$ cat config.mk
export PLATFORM = sky130hd
export DESIGN_NAME = imem_access_ctrl
export DESIGN_NICKNAME = d
export VERILOG_FILES = /design/src/rtl/imem_access_ctrl.sv
export SDC_FILE = /design/constraint.sdc
export NUM_CORES = 1
export LEC_CHECK = 0
export CORE_MARGIN = 2
export CORE_UTILIZATION = 40
export DETAILED_ROUTE_END_ITERATION = 10
export GPL_TIMING_DRIVEN = 0
export HOLD_SLACK_MARGIN = 0.05
export PLACE_DENSITY = 0.9
export SLEW_MARGIN = 0
export SYNTH_ARGS = -nofsm -noshare
export SYNTH_HDL_FRONTEND = slang
export SYNTH_SLANG_ARGS = --single-unit
$ cat constraint.sdc
create_clock -name clk -period 3.8 [get_ports clk]
set_input_delay 0.57 -clock clk [delete_from_list [all_inputs] [get_ports clk]]
set_output_delay 0.57 -clock clk [all_outputs]
set_load 0.02 [all_outputs]
$ cat src/rtl/imem_access_ctrl.sv
// Arbitrates the single combinational-read instruction memory between the fetch stage and
// the program loader, with 1-cycle registered responses and an exclusive loader lock.
module imem_access_ctrl #(
    parameter int ADDR_WIDTH = 16,
    parameter int DATA_WIDTH = 32
) (
    input  logic                  clk,
    input  logic                  rst_n,
    input  logic                  if_req_valid,
    input  logic [ADDR_WIDTH-1:0] if_req_addr,
    output logic                  if_req_ready,
    output logic                  if_rsp_valid,
    output logic [DATA_WIDTH-1:0] if_rsp_instr,
    input  logic                  ld_req_valid,
    input  logic                  ld_req_we,
    input  logic [ADDR_WIDTH-1:0] ld_req_addr,
    input  logic [DATA_WIDTH-1:0] ld_req_wdata,
    output logic                  ld_req_ready,
    output logic                  ld_rsp_valid,
    output logic [DATA_WIDTH-1:0] ld_rsp_rdata,
    input  logic                  ld_lock,
    output logic                  core_hold,
    output logic [ADDR_WIDTH:0]   ld_wr_count,
    output logic [ADDR_WIDTH-1:0] mem_addr,
    output logic                  mem_we,
    output logic [DATA_WIDTH-1:0] mem_wdata,
    input  logic [DATA_WIDTH-1:0] mem_rdata
);

    typedef enum logic [1:0] {SHARED, DRAIN, LOCKED} state_t;
    typedef enum logic {GNT_IF, GNT_LD} grant_t;

    localparam logic [ADDR_WIDTH:0] CNT_ONE = 1;

    state_t state;
    state_t next_state;
    grant_t last_grant;
    logic   grant_if;
    logic   grant_ld;

    // Ready means "would be granted if valid"; ties go to whoever was not granted last.
    always_comb begin
        if_req_ready = 1'b0;
        ld_req_ready = 1'b0;
        case (state)
            SHARED: begin
                if_req_ready = !(ld_req_valid && !ld_req_we && last_grant == GNT_IF);
                ld_req_ready = !ld_req_we && !(if_req_valid && last_grant == GNT_LD);
            end
            DRAIN:   ld_req_ready = !ld_req_we;
            LOCKED:  ld_req_ready = 1'b1;
            default: ;
        endcase
    end

    assign grant_if = if_req_valid && if_req_ready;
    assign grant_ld = ld_req_valid && ld_req_ready;

    always_comb begin
        mem_addr  = '0;
        mem_we    = 1'b0;
        mem_wdata = '0;
        if (grant_if) begin
            mem_addr = if_req_addr;
        end else if (grant_ld) begin
            mem_addr  = ld_req_addr;
            mem_we    = ld_req_we;
            mem_wdata = ld_req_we ? ld_req_wdata : '0;
        end
    end

    always_comb begin
        next_state = state;
        case (state)
            SHARED:  if (ld_lock) next_state = DRAIN;
            DRAIN:   next_state = LOCKED;
            LOCKED:  if (!ld_lock) next_state = SHARED;
            default: next_state = SHARED;
        endcase
    end

    // NOTE: all state uses non-blocking assignments so every register samples pre-edge values.
    always_ff @(posedge clk) begin
        if (!rst_n) begin
            state        <= SHARED;
            last_grant   <= GNT_LD;
            core_hold    <= 1'b0;
            if_rsp_valid <= 1'b0;
            if_rsp_instr <= '0;
            ld_rsp_valid <= 1'b0;
            ld_rsp_rdata <= '0;
            ld_wr_count  <= '0;
        end else begin
            state     <= next_state;
            core_hold <= (next_state != SHARED);

            if (state == LOCKED && !ld_lock) begin
                last_grant <= GNT_LD;
            end else if (grant_if) begin
                last_grant <= GNT_IF;
            end else if (grant_ld) begin
                last_grant <= GNT_LD;
            end

            if_rsp_valid <= grant_if;
            if (grant_if) begin
                if_rsp_instr <= mem_rdata;
            end

            ld_rsp_valid <= grant_ld;
            if (grant_ld) begin
                ld_rsp_rdata <= ld_req_we ? '0 : mem_rdata;
            end

            // Count survives unlock; only the next DRAIN clears it.
            if (state == DRAIN) begin
                ld_wr_count <= '0;
            end else if (state == LOCKED && grant_ld && ld_req_we && ld_wr_count != '1) begin
                ld_wr_count <= ld_wr_count + CNT_ONE;
            end
        end
    end

endmodule

---- After elaboration in Yosys (flattened, before gate mapping) ----
Cells that the tools add are included.
operators by class
  $add $sub $neg .......................... 1
  eq/ne operators ......................... 3
  multiplexer cells ....................... 15
  bitwise gates (word level) .............. 2
  reductions and logical operators ........ 19
operators with widths
  operator                 number
  $mux W32                 4
  $mux W16                 2
  $add A17 B1 Y17 const B  1
  $ne A17 B17 Y1 const B   1
  $logic_and A1 B1 Y1      10
  $pmux W2 S3              1
  $mux W1                  5
  $logic_not A1 Y1         4
  $mux W2                  2
  $reduce_bool A2 Y1       2
  $reduce_or A2 Y1         2
  $pmux W1 S3              1
  $eq A2 B1 Y1 const B     1
  $eq A2 B2 Y1 const B     1
  $logic_not A2 Y1         1
  $not A1 Y1               2
storage, ports and cells
  register bits ........................... 87
  logic and storage cells ................. 48

---- Longest topological paths before layout ----
  depth in word-level cells ............... 8
  gate-level depth with buffers ........... 8
  mapped depth without buffers ............ 8

---- Worst setup path before layout ----
OpenSTA, ideal clock, no wires.
  path type ............................... input port to output port
  start ................................... in ld_req_we
  end ..................................... out mem_wdata[22]
  arrival ................................. 1,741 ps
  required time ........................... 3,230 ps
  path slack .............................. 1,489 ps
  stages on the path ...................... 6
  cells stage by stage .................... buf_2 > nand4b_1 > buf_2 > inv_2 > clkbuf_1 > and2_1
on the way
  longest elaborated chain between the ends .. 7
RTL lines
  what                                              RTL line  text
  start, declared                                   15        input logic ld_req_we,
  branches (longest 6 deep; another with $mux W32)  n/a
  $mux W32 (*)                                      63        if (grant_if) begin
  end, declared                                     26        output logic [DATA_WIDTH-1:0] mem_wdata,
Mark *: on every way between the ends.

---- Worst setup path in the final report ----
  start ................................... in ld_req_we
  end ..................................... out mem_wdata[15]
The elaborated chain is that of the path after synthesis.

==> flow_summary.toml <==
[status]
status = "finished clean"

[floorplanning]
dieArea_sq_um = 10300
die_h_um = 101
rows = 35
die_w_um = 101
io_pins = 237
core-area_sq_um = 9200
initial_core_util = 0.412

[sta]
fin_setup_tns_ns = 0
slew_headroom = 0.248
hold_violations = 0
period_needed_ns = 3.53
final_max_slew_viol_count = 0
grt_setup_unrepaired = "no"
finalClockSkew_ns = 0.00964
whs_ns = 0.455
worstMarginPinSlew_ns = 1.11
setup_violations = 0
max_freq_mhz = 284
fin_crit_sh = 0.928

[setup_path]
path_max_fanout = 10
arrival_ns = 2.96
cp-start-kind = "input pin"
rrSetupSlack_ns = 1.48
cp_data_required_time_ns = 3.23
end_kind = "output port"
crit_type = "in2out"

[yosys]
ys_types = 44
async_flop_share = 0
avgSynthCellArea_sq_um = 8.19
ys.flop_type = "dfxtp_1"
yosysSeqAreaShare = 0.460
synth_nets = 567
synth_warnings = 0
synth_area_sq_um = 3790
synth-seq-cells = 87
synth_edf_count = 0
synthCells = 463

[placement]
place_hpwl_um = 10500
place_area_sq_um = 6290
io_buffer_count = 236
place.gp.congestion = 0.783

[power_and_ir_drop]
p_leak_nw = 2.35
p_per_area_nw_per_um2 = 355
ir_worst_vdd_mv = 0.269

[run]
maxCapViolations = 0

[clock_network]
clkLatencyLatePin_ns = 0.34
ctsHoldBuffers = 0
cts_tree = "built"
clock-sinks = 87
h-tree-depth = 3
cts_setup_buffers = 0
cts_buffer_depth = 2
clkTransAtPathRegs_ns = 0.08
numCtsBuffers = 9
cts_root_buffer = "clkbuf_8"
cts.repair.resized = 0

[finish]
layout.nets = 814
nFillCells = 720
fin_area_sq_um = 6570
syn_to_final_growth_pct = 73.4
drive_gt1_frac = 0.0503
n_antenna_cell = 0
regArea_sq_um = 1740
multi_input_area_sq_um = 1860
final_core_utilization = 0.714

[routing]
vias = 4315
viasPerCell = 5.22
firstDrtPassIters = 4
ant_nets = 0
drt_iter0_drc = 164
routed_wirelength_um = 13300
drt-wirelength-per-cell_um = 16.1
drc = 0

[grt]
grt_max_degree = 15
grt_pass1_wl_um = 19800
grt_overflow_total = 0
track_usage = 0.244
antenna_found_initial = 0
grt_pass1_vias = 4302

[worst_hold_path]
hold_path.class = "reg2reg"
-- per-layer routing --
metal  wire [um]  vias up  share of wire  GRT usage
met5           0        -              0          0
met4         356        0          0.027      0.105
met3        1290       38          0.097     0.0849
met2        6840      224           0.51      0.466
met1        4820     1981           0.36      0.236
li1            -     2072              -          -
-- logic make-up (layout without fill, tap and decap cells) --
| kind of cell | count (synthesis) | after routing | synth area share |
|---|---|---|---|
| flip-flops | 87 | 87 | 0.460 |
| buffers and inverters | 41 | 293 | 0.0489 |
| AND/OR/NAND/NOR | 215 | 215 | 0.294 |
| XOR/XNOR | 7 | 7 | 0.0162 |
| adder cells (fa/ha/maj) | 2 | 2 | 0.00660 |
| AO/OA/AOI/OAI | 110 | 110 | 0.172 |
| multiplexers | 1 | 1 | 0.00297 |
-- synthesized netlist by cell type (2+ instances only) --
| master | n | share of area |
|---|---|---|
| nand2_1 | 104 | 0.10 |
| inv_1 | 5 | 0.0050 |
| and3_1 | 3 | 0.0050 |
| nor3_1 | 2 | 0.0026 |
| dfxtp_1 | 87 | 0.46 |
| clkbuf_1 | 22 | 0.022 |
| and2_1 | 32 | 0.053 |
| ha_1 | 2 | 0.0066 |
| xnor2_1 | 4 | 0.0092 |
| nand3_1 | 4 | 0.0053 |
| a21oi_1 | 77 | 0.10 |
| or2_2 | 2 | 0.0033 |
| xor2_1 | 3 | 0.0069 |
| o21ai_0 | 7 | 0.0092 |
| nand2b_1 | 4 | 0.0066 |
| nor4_1 | 2 | 0.0033 |
| a22o_1 | 16 | 0.037 |
| nand3b_1 | 33 | 0.065 |
| nor2b_1 | 2 | 0.0033 |
| or4_1 | 2 | 0.0040 |
| or3_1 | 5 | 0.0083 |
| buf_6 | 2 | 0.0059 |
| nor2_1 | 12 | 0.012 |
| o31ai_1 | 2 | 0.0040 |
| buf_2 | 10 | 0.013 |
-- metrics by stage --
step	power (mW)	setup slack [ns]	instances
after floorplan	1.21	1.49	463
after global placement	1.47	0.363	810
after detailed placement	1.48	0.287	810
after CTS	2.34	0.279	826
after global routing	2.41	0.170	826
final	2.33	0.273	826
-- worst max-delay path, stage by stage --
cell	delay (ns)
clkdlybuf4s50_1	0.50
buf_2	0.23
nand4b_1	0.18
buf_2	0.22
inv_2	0.14
clkbuf_1	0.28
and2_1	0.17
clkdlybuf4s50_1	0.65
-- layout by cell type (no fill, tap or decap), types with 4 or more instances in the layout --
cell             synthesis  routed
clkdlybuf4s50_1          0     236
nand2_1                104     104
dfxtp_1                 87      87
a21oi_1                 77      77
nand3b_1                33      33
and2_1                  32      32
clkbuf_1                22      22
a22o_1                  16      16
nor2_1                  12      12
clkbuf_8                 0      11
buf_2                   10      10
o21ai_0                  7       7
inv_1                    5       5
or3_1                    5       5
nand3_1                  4       4
nand2b_1                 4       4
xnor2_1                  4       4
bufinv_16                0       4
-- cell type report --
cell class	count	area share
buffer	35	0.0248
clock buffer	11	0.0230
clock inverter	5	0.0194
inverter	6	0.00343
multi-input combinational	335	0.284
sequential	87	0.265
tap	111	0.0211
timing repair buffer	236	0.360
-- power by group --
group / total [mW] / internal [mW] / switching [mW]
Sequential: 0.971 / 0.950 / 0.0214
Combinational: 0.491 / 0.252 / 0.239
Clock: 0.868 / 0.540 / 0.328
Total: 2.33 / 1.74 / 0.589
-- registers in the layout, summed over array words and instances (netlist names) --
| name | cells |
|---|---|
| last_grant | 1 |
| ld_rsp_rdata | 32 |
| if_rsp_instr | 32 |
| core_hold | 1 |
| if_rsp_valid | 1 |
| ld_rsp_valid | 1 |
| ld_wr_count | 17 |
| state | 2 |
-- path summary, 6_finish.rpt --
path                                                     from                            end  depth (start not counted)
worst max-delay path                                ld_req_we                  mem_wdata[15]                          8
worst min-delay path            ld_rsp_rdata[25]$_SDFFE_PN0N_  ld_rsp_rdata[25]$_SDFFE_PN0N_                          2
worst max register to register   ld_wr_count[10]$_SDFFE_PP0P_   ld_wr_count[10]$_SDFFE_PP0P_                          8
worst min register to register  ld_rsp_rdata[25]$_SDFFE_PN0N_  ld_rsp_rdata[25]$_SDFFE_PN0N_                          2
(Power assumes the default switching activity.)
